**config.mk**
```make
export PLATFORM = sky130hd
export DESIGN_NAME = pipeline_hazard_ctrl
export DESIGN_NICKNAME = d
export VERILOG_FILES = /design/src/rtl/pipe_pkg.sv /design/src/rtl/fwd_unit.sv /design/src/rtl/pipeline_hazard_ctrl.sv
export SDC_FILE = /design/constraint.sdc
export NUM_CORES = 1
export LEC_CHECK = 0
export ABC_AREA = 0
export BUFFER_PORTS_ARGS = -buffer_cell sky130_fd_sc_hd__clkbuf_2
export CAP_MARGIN = 40
export CORE_MARGIN = 1
export CORE_UTILIZATION = 59
export CTS_CLUSTER_SIZE = 20
export DETAILED_ROUTE_END_ITERATION = 8
export PLACE_DENSITY = 0.92
export SYNTH_ARGS = -nofsm -noshare
export SYNTH_HDL_FRONTEND = slang
export SYNTH_SLANG_ARGS = --single-unit
```
**constraint.sdc**
```tcl
create_clock -name clk_i -period 4.3 [get_ports clk_i]
set_clock_uncertainty 0.15 [all_clocks]
set_input_delay 0.645 -clock clk_i [delete_from_list [all_inputs] [get_ports clk_i]]
set_output_delay 0.645 -clock clk_i [all_outputs]
set_load 0.01 [all_outputs]
```
**src/rtl/pipe_pkg.sv**
```systemverilog
// Shared types and constants for the pipeline hazard controller: forwarding
// select encodings, FSM states and per-stage shadow records.
package pipe_pkg;

  typedef enum logic [1:0] {
    FWD_RF  = 2'b00,
    FWD_MEM = 2'b01,
    FWD_WB  = 2'b10
  } fwd_sel_e;

  typedef enum logic [1:0] {
    ST_RUN      = 2'b00,
    ST_STALL    = 2'b01,
    ST_MEM_WAIT = 2'b10
  } hz_state_e;

  localparam logic [4:0] REG_ZERO = 5'd0;

  typedef struct packed {
    logic       vld;
    logic       rw;
    logic       mr;
    logic       mw;
    logic [4:0] dest;
    logic [4:0] rs;
    logic [4:0] rt;
  } ex_shadow_t;

  typedef struct packed {
    logic       vld;
    logic       rw;
    logic       mr;
    logic       mw;
    logic [4:0] dest;
  } mem_shadow_t;

  typedef struct packed {
    logic       vld;
    logic       rw;
    logic [4:0] dest;
  } wb_shadow_t;

  // A stage forwards only a real register write to the operand's register.
  function automatic logic fwd_hit(input logic vld, input logic rw,
                                   input logic [4:0] dest, input logic [4:0] src);
    return vld && rw && (dest != REG_ZERO) && (dest == src);
  endfunction

endpackage

```
**src/rtl/fwd_unit.sv**
```systemverilog
// Combinational EX-stage forwarding compare; one select per source operand,
// MEM result preferred over WB result.
module fwd_unit
  import pipe_pkg::*;
#(
  parameter int NUM_OPS = 2
) (
  input  logic [NUM_OPS-1:0][4:0] src,
  input  logic                    mem_vld,
  input  logic                    mem_rw,
  input  logic [4:0]              mem_dest,
  input  logic                    wb_vld,
  input  logic                    wb_rw,
  input  logic [4:0]              wb_dest,
  output logic [NUM_OPS-1:0][1:0] sel
);

  for (genvar g = 0; g < NUM_OPS; g++) begin : g_op
    logic hit_mem, hit_wb;
    assign hit_mem = fwd_hit(mem_vld, mem_rw, mem_dest, src[g]);
    assign hit_wb  = fwd_hit(wb_vld, wb_rw, wb_dest, src[g]);
    assign sel[g]  = hit_mem ? FWD_MEM : (hit_wb ? FWD_WB : FWD_RF);
  end

endmodule

```
**src/rtl/pipeline_hazard_ctrl.sv**
```systemverilog
// Hazard/sequencing controller for the five-stage pipeline: memory freeze,
// taken-branch squash, load-use bubble, and EX-stage forwarding selects.
module pipeline_hazard_ctrl
  import pipe_pkg::*;
#(
  parameter int CNT_W = 16
) (
  input  logic             clk_i,
  input  logic             rst_ni,
  input  logic [4:0]       idRs_i,
  input  logic [4:0]       idRt_i,
  input  logic             idUsesRt_i,
  input  logic [4:0]       idDest_i,
  input  logic             idRegWrite_i,
  input  logic             idMemRead_i,
  input  logic             idMemWrite_i,
  input  logic             exBranchTaken_i,
  input  logic             dmemReady_i,
  output logic             pcEn_o,
  output logic             fdEn_o,
  output logic             deEn_o,
  output logic             emEn_o,
  output logic             mwEn_o,
  output logic             fdFlush_o,
  output logic             deFlush_o,
  output logic [1:0]       fwdA_o,
  output logic [1:0]       fwdB_o,
  output logic [CNT_W-1:0] stallCnt_o
);

  hz_state_e        state_q;
  ex_shadow_t       ex_q;
  mem_shadow_t      mem_q;
  wb_shadow_t       wb_q;
  logic [CNT_W-1:0] cnt_q;

  logic freeze, load_use;
  logic pc_en, fd_en, de_en, em_en, mw_en, fd_flush, de_flush;
  logic [1:0][1:0] fwd_sel;

  assign freeze = mem_q.vld && (mem_q.mr || mem_q.mw) && !dmemReady_i;

  // In STALL the EX slot holds the bubble we just inserted, so no re-detection.
  assign load_use = (state_q != ST_STALL) && ex_q.vld && ex_q.mr &&
                    (ex_q.dest != REG_ZERO) &&
                    ((ex_q.dest == idRs_i) || (idUsesRt_i && (ex_q.dest == idRt_i)));

  always_comb begin
    pc_en    = 1'b1;
    fd_en    = 1'b1;
    de_en    = 1'b1;
    em_en    = 1'b1;
    mw_en    = 1'b1;
    fd_flush = 1'b0;
    de_flush = 1'b0;
    if (freeze) begin
      // Whole pipe holds; a pending branch or load-use stays put and fires on exit.
      pc_en = 1'b0;
      fd_en = 1'b0;
      de_en = 1'b0;
      em_en = 1'b0;
      mw_en = 1'b0;
    end else if (exBranchTaken_i) begin
      fd_flush = 1'b1;
      de_flush = 1'b1;
    end else if (load_use) begin
      pc_en    = 1'b0;
      fd_en    = 1'b0;
      de_flush = 1'b1;
    end
  end

  always_ff @(posedge clk_i or negedge rst_ni) begin
    if (!rst_ni) begin
      state_q <= ST_RUN;
    end else if (freeze) begin
      state_q <= ST_MEM_WAIT;
    end else if (!exBranchTaken_i && load_use) begin
      state_q <= ST_STALL;
    end else begin
      state_q <= ST_RUN;
    end
  end

  always_ff @(posedge clk_i or negedge rst_ni) begin
    if (!rst_ni) begin
      ex_q  <= '0;
      mem_q <= '0;
      wb_q  <= '0;
    end else begin
      if (de_en) begin
        if (de_flush) ex_q <= '0;
        else ex_q <= '{vld: 1'b1, rw: idRegWrite_i, mr: idMemRead_i, mw: idMemWrite_i,
                       dest: idDest_i, rs: idRs_i, rt: idRt_i};
      end
      if (em_en) begin
        mem_q <= '{vld: ex_q.vld, rw: ex_q.rw, mr: ex_q.mr, mw: ex_q.mw, dest: ex_q.dest};
      end
      if (mw_en) begin
        wb_q <= '{vld: mem_q.vld, rw: mem_q.rw, dest: mem_q.dest};
      end
    end
  end

  always_ff @(posedge clk_i or negedge rst_ni) begin
    if (!rst_ni) begin
      cnt_q <= '0;
    end else if (!pc_en && (cnt_q != {CNT_W{1'b1}})) begin
      cnt_q <= cnt_q + 1'b1;
    end
  end

  fwd_unit #(.NUM_OPS(2)) u_fwd (
    .src      ({ex_q.rt, ex_q.rs}),
    .mem_vld  (mem_q.vld),
    .mem_rw   (mem_q.rw),
    .mem_dest (mem_q.dest),
    .wb_vld   (wb_q.vld),
    .wb_rw    (wb_q.rw),
    .wb_dest  (wb_q.dest),
    .sel      (fwd_sel)
  );

  assign pcEn_o     = pc_en;
  assign fdEn_o     = fd_en;
  assign deEn_o     = de_en;
  assign emEn_o     = em_en;
  assign mwEn_o     = mw_en;
  assign fdFlush_o  = fd_flush;
  assign deFlush_o  = de_flush;
  assign fwdA_o     = fwd_sel[0];
  assign fwdB_o     = fwd_sel[1];
  assign stallCnt_o = cnt_q;

endmodule

```
==> metrics.yaml, run 1 <==
setup_slack_ns: 1.255
hold_viol_final: 0
swShare: 0.2950
floorplan.initialDensity: 0.6291
cts_tree: "built"
layout_common_cells: "53 x dfrtp_1, 49 x clkbuf_2, 24 x xor2_1, 19 x xnor2_1, 18 x a22o_1"
nFillCells: 283
cts.sinks: 53
ys_async_sr_fraction: 1.000
die-area_um2: 4657
cts-root-buf: "clkbuf_8"
max_cap_violations: 0
gp_congestion: 0.8275
start_kind: "register"
seq_power_share: 0.518
vias_per_cell: 5.891
h-tree-depth: 2
grt-ovfl-total: 0
seq_area_um2: 1326
place_ws_ns: 1.348
ys_top_cells_by_area: "dfrtp_1 51%, xor2_1 8.1%, xnor2_1 6.4%"
wirelength_um: 5280
area_delta_synth_final_pct: 14.06
ir_drop_mv: 0.3932
yosysSeqAreaShare: 0.5123
antenna_found_initial: 0
hpwl_um: 3637
synth_edf_count: 0
rsz0062_at_grt: "false"
p_int_mw: 0.8747
end_kind: "output port"
vias: 1838
drt_iter0_markers: 141
period_needed_ns: 3.045
coreArea_um2: 4115
grt_pass1_wl_um: 8376
timing.final.max_slew_violations: 0
syn-cell-area_um2: 2589
power.clock.fraction: 0.283
synth_top_area_frac: 0.5123
multi_input_comb_area_um2: 1184
power.share.combinational: 0.199
wl_per_cell_um: 16.92
antenna_cells: 0
power.density_nw_per_um2: 420.2
path_clk_slew_ns: 0.10
cpPeakStageDelay_ns: 0.55
tns_ns: 0
finalCritPeriodShare: 0.7081
clock_latency_ns: 0.30
rows: 23
worstPathCellList: "or4_1 -> o2111ai_2 -> nor2_1 -> a21oi_4 -> clkbuf_2"
worst-setup-path-type: "register to output port"
critPathRequiredTime_ns: 3.50
grt_use_total: 0.2521
cp_slowest_cell: "or4_1"
dieHeight_um: 68.24
cts_buffer_depth: 2
grt_max_degree: 54
switchingPower_mw: 0.3661
synth_cell_types: 38
layout_commonest_cell: "dfrtp_1"
avgSynthCellArea_um2: 12.04
synth_cells: 215
cts_setup_buffers: 0
synth_warnings: 0
nNetsFinal: 285
ys_ff_latch: 53
io_pins: 50
antenna_left: 0
cts_hold_buf: 0
p_total_mw: 1.241
numCtsBuffers: 5
r2r_start: "ex_q[11]"
outcome: "complete, no violations"
cts-resized-gates: 0
crit_arrival_ns: 2.25
tightest_slew_ns: 0.7704
port_buffers: 49
syn_nets: 239
crit_fanout: 17
fmax_mhz: 328.4
fp.dieW_um: 68.24
finalSetupViolCount: 0
drt_pre_antenna_iters: 4
leakage_nw: 1.475
hp-class: "input pin to asynchronous set/reset pin"
drive_gt1_frac: 0.2901
synthFlopType: "dfrtp_1"
yosysTopAreaCell: "dfrtp_1"
drcViolationCount: 0
max-slew-margin-rel: 0.4847
crit_start: "ex_q[11]"
grt_pass1_vias: 1792
cell families after synthesis:
kind of cell,synth area share
fa+ha+maj,0.004832
compound gates,0.09183
buf+inv,0.03045
mux,0.07395
simple gates,0.1411
flops,0.5123
xor+xnor,0.1455
registers in the layout (all words and copies together) (netlist names):
name / flops
ex_q: 19
mem_q: 9
stallCnt_o: 16
state_q: 2
wb_q: 7
path summary, 6_finish.rpt:
check	to	cells after the start	slack, ns
max	fdEn_o	5	1.26
min	ex_q[7]	2	0.30
max reg2reg	stallCnt_o[1]	6	1.82
min reg2reg	stallCnt_o[10]	1	0.35
max in group asynchronous	mem_q[8]	2	3.27
min in group clk_i	stallCnt_o[10]	1	0.35
cells in the mapped netlist (all sizes together), types with 4 or more instances:
master	n
dfrtp	53
nor3b	4
a22o	18
buf	9
xnor2	19
nand3	11
or4	4
mux2	17
nor4	4
nand2	6
nor2	7
xor2	24
nor3	6
routing by layer:
| metal | global-route usage | up-vias | routed length [um] |
|---|---|---|---|
| met5 | 0 | - | 0 |
| met4 | 0.09635 | 0 | 63 |
| met3 | 0.07333 | 6 | 267 |
| met2 | 0.4032 | 52 | 2554 |
| met1 | 0.3220 | 921 | 2395 |
| li1 | - | 859 | - |
area by class of cell:
class                           count  area share
Clock inverter                      2     0.01271
Clock buffer                        6     0.02797
Inverter                            2    0.002542
Sequential cell                    53      0.4492
Tap cell                           50     0.02119
Timing Repair Buffer               50     0.08559
Multi-Input combinational cell    149      0.4008
critical path: cells and delay by family, from the launching register on:
kind | cells | cell delay (ns)
AO/OA/AOI/OAI | 2 | 0.60
flip-flops | 1 | 0.47
AND/OR/NAND/NOR | 2 | 0.66
buffers and inverters | 1 | 0.21
power by group through the flow:
stage	Combinational (mW)	Clock, mW	Sequential (mW)
after floorplan	0.169	0	0.639
after global placement	0.239	0	0.645
after detailed placement	0.248	0	0.650
after CTS	0.249	0.355	0.641
after global routing	0.273	0.376	0.651
final	0.247	0.351	0.642
through the flow:
stage	utilization	cells	hold WS (ns)	instance area [um2]
after global routing	0.7175	312	0.3490	2953
after CTS	0.7175	312	0.3162	2953
after floorplan	-	215	0.1994	2589
after global placement	0.6884	304	0.3262	2833
after detailed placement	0.6884	304	0.3303	2833
final	0.7175	312	0.2986	2953
Power figures use the tool's default switching activity.
==> run 2, diff against run 1 <==
--- a/config.mk
+++ b/config.mk
@@ -9,10 +9,10 @@
 export BUFFER_PORTS_ARGS = -buffer_cell sky130_fd_sc_hd__clkbuf_2
 export CAP_MARGIN = 40
 export CORE_MARGIN = 1
-export CORE_UTILIZATION = 59
+export CORE_UTILIZATION = 55
 export CTS_CLUSTER_SIZE = 20
 export DETAILED_ROUTE_END_ITERATION = 8
-export PLACE_DENSITY = 0.92
+export PLACE_DENSITY = 0.87
 export SYNTH_ARGS = -nofsm -noshare
 export SYNTH_HDL_FRONTEND = slang
 export SYNTH_SLANG_ARGS = --single-unit
==> constraint.sdc (replaced) <==
create_clock -name clk_i -period 3.05 [get_ports clk_i]
set_clock_uncertainty 0.15 [all_clocks]
set_input_delay 0.4575 -clock clk_i [delete_from_list [all_inputs] [get_ports clk_i]]
set_output_delay 0.4575 -clock clk_i [all_outputs]
set_load 0.01 [all_outputs]
==> run 2 against run 1 <==
The run now ends with design-rule violations left. Cell area fell by 0.80%. Die area rose by 7.1%. First-iteration DRC count fell by 30%. Sequential share of layout area rose by 0.36 points. Clock-buffer cell count rose by 1. Clock power rose by 12%.
==> metrics.yaml, run 2 (synthesized netlist as in run 1, its figures left out) <==
outcome: "finished, violations left"
violations: "design-rule violations"
rsz0062_at_grt: "false"
layout_commonest_cell: "dfrtp_1"
grt_use_total: 0.2208  # -0.03125
rows: 24  # +4.3%
drt_iter0_markers: 99  # -30%
leakage_nw: 1.467  # -0.53%
grt_max_degree: 54  # unchanged
power.density_nw_per_um2: 561.0  # +34%
start_kind: "register"
largest_register_ffs: 19  # unchanged
vias_per_cell: 5.713  # -3.0%
numCtsBuffers: 5  # unchanged
cts_hold_buf: 0  # unchanged
grt-ovfl-total: 0  # unchanged
io_pins: 50  # unchanged
largest_register: "ex_q"
cts.sinks: 53  # unchanged
clock_latency_ns: 0.30  # about the same
tightest_slew_ns: 0.7931  # +0.02262 ns
antenna_found_initial: 0  # unchanged
cts-root-buf: "clkbuf_8"
drt_pre_antenna_iters: 6  # +2
power.clock.fraction: 0.239  # -0.044
wirelength_um: 4963  # -6.0%
critPathRequiredTime_ns: 2.44  # -1.06 ns
drive_gt1_frac: 0.2863  # -0.003817
grt_pass1_wl_um: 8459  # +0.99%
cts_setup_buffers: 0  # unchanged
floorplan.initialDensity: 0.5825  # -0.04658
antenna_cells: 0  # unchanged
antenna_left: 0  # unchanged
grt_pass1_vias: 1767  # -1.4%
tns_ns: 0  # unchanged
h-tree-depth: 2  # unchanged
nNetsFinal: 286  # +0.35%
gp_congestion: 0.7716  # -6.8%
swShare: 0.3011  # +0.006082
finalCritPeriodShare: 0.9318
switchingPower_mw: 0.4948  # +35%
p_total_mw: 1.643  # +32%
cts-resized-gates: 0  # unchanged
period_needed_ns: 2.842
multi_input_comb_area_um2: 1184  # unchanged
cts_tree: "built"
worst-setup-path-type: "register to output port"
layout_common_cells: "53 x dfrtp_1, 49 x clkbuf_2, 24 x xor2_1, 19 x xnor2_1, 18 x a22o_1"
die-area_um2: 4985  # +7.1%
crit_arrival_ns: 2.23  # -0.02 ns
seq_power_share: 0.549  # +0.031
power.share.combinational: 0.212  # +0.013
max_cap_violations: 0  # unchanged
seq_area_um2: 1326  # unchanged
hold_viol_final: 0  # unchanged
hp-class: "input pin to asynchronous set/reset pin"
timing.final.max_slew_violations: 0  # unchanged
wl_per_cell_um: 15.81  # -6.6%
crit_fanout: 17  # unchanged
end_kind: "output port"
max-slew-margin-rel: 0.4696  # -0.01513
fmax_mhz: 351.9
port_buffers: 49  # unchanged
fp.dieW_um: 70.61  # +3.5%
coreArea_um2: 4444  # +8.0%
finalSetupViolCount: 0  # unchanged
dieHeight_um: 70.61  # +3.5%
area_delta_synth_final_pct: 13.15
path_clk_slew_ns: 0.09  # about the same
nFillCells: 347  # +23%
cts_buffer_depth: 2  # unchanged
p_int_mw: 1.148  # +31%
vias: 1794  # -2.4%
hpwl_um: 3596  # -1.1%
drcViolationCount: 6  # +6
ir_drop_mv: 0.3579  # -9.0%
-- run 2: cell count changes in the layout (fill, tap and decap cells not counted), sizes merged --
cell      previous run  this run
buf                  1         2
bufinv               1         0
clkbuf              55        56
clkinvlp             1         0
-- run 2: worst max-delay path: stages (launching register included) --
cell and delay [ns]:
dfrtp_1 0.45, or4_1 0.56, o2111ai_2 0.20, nor2_1 0.11, a21oi_4 0.40, clkbuf_2 0.21
-- run 2: cell type report --
| cell class | count | share of cell area |
|---|---|---|
| sequential | 53 | 0.4528 |
| tap | 52 | 0.02221 |
| inverter | 2 | 0.002563 |
| clock buffer | 7 | 0.02947 |
| multi-input combinational | 149 | 0.4041 |
| timing repair buffer | 51 | 0.08885 |
-- run 2: per-stage QoR --
step | utilization | instances | setup WS, ns | area (um2) | hold slack, ns
global route | 0.6591 | 314 | 0.1170 | 2929 | 0.1571
CTS | 0.6591 | 314 | 0.2018 | 2929 | 0.1331
floorplan | - | 215 | 0.7312 | 2589 | 0.01191
global placement | 0.6396 | 307 | 0.6032 | 2843 | 0.3250
detailed placement | 0.6396 | 307 | 0.5597 | 2843 | 0.3310
finish | 0.6591 | 314 | 0.2082 | 2929 | 0.09830
-- run 2: final timing paths --
path / startpoint / to / slack (ns) / cells after the start
worst min-delay path: rst_ni / wb_q[1] / 0.1 / 2
max in group asynchronous: rst_ni / stallCnt_o[4] / 2.20 / 2
worst min register to register: stallCnt_o[10] / stallCnt_o[10] / 0.34 / 1
min in group clk_i: idRegWrite_i / ex_q[17] / 0.22 / 2
worst max register to register: ex_q[11] / stallCnt_o[1] / 0.58 / 6
worst max-delay path: ex_q[11] / fdEn_o / 0.21 / 5
-- run 2: metal layers --
layer | global-route usage | part of all wire | vias up
li1 | - | - | 863
met5 | 0 | 0 | -
met3 | 0.06268 | 0.056 | 7
met1 | 0.2994 | 0.45 | 873
met2 | 0.3474 | 0.48 | 51
met4 | 0.07333 | 0.011 | 0
-- run 2: power groups by stage --
stage	sequential (mW)	combinational, mW	clock (mW)
after floorplan	0.900	0.238	0
after global placement	0.910	0.340	0
after detailed placement	0.915	0.351	0
after CTS	0.902	0.354	0.404
after global routing	0.917	0.387	0.429
final	0.902	0.349	0.392
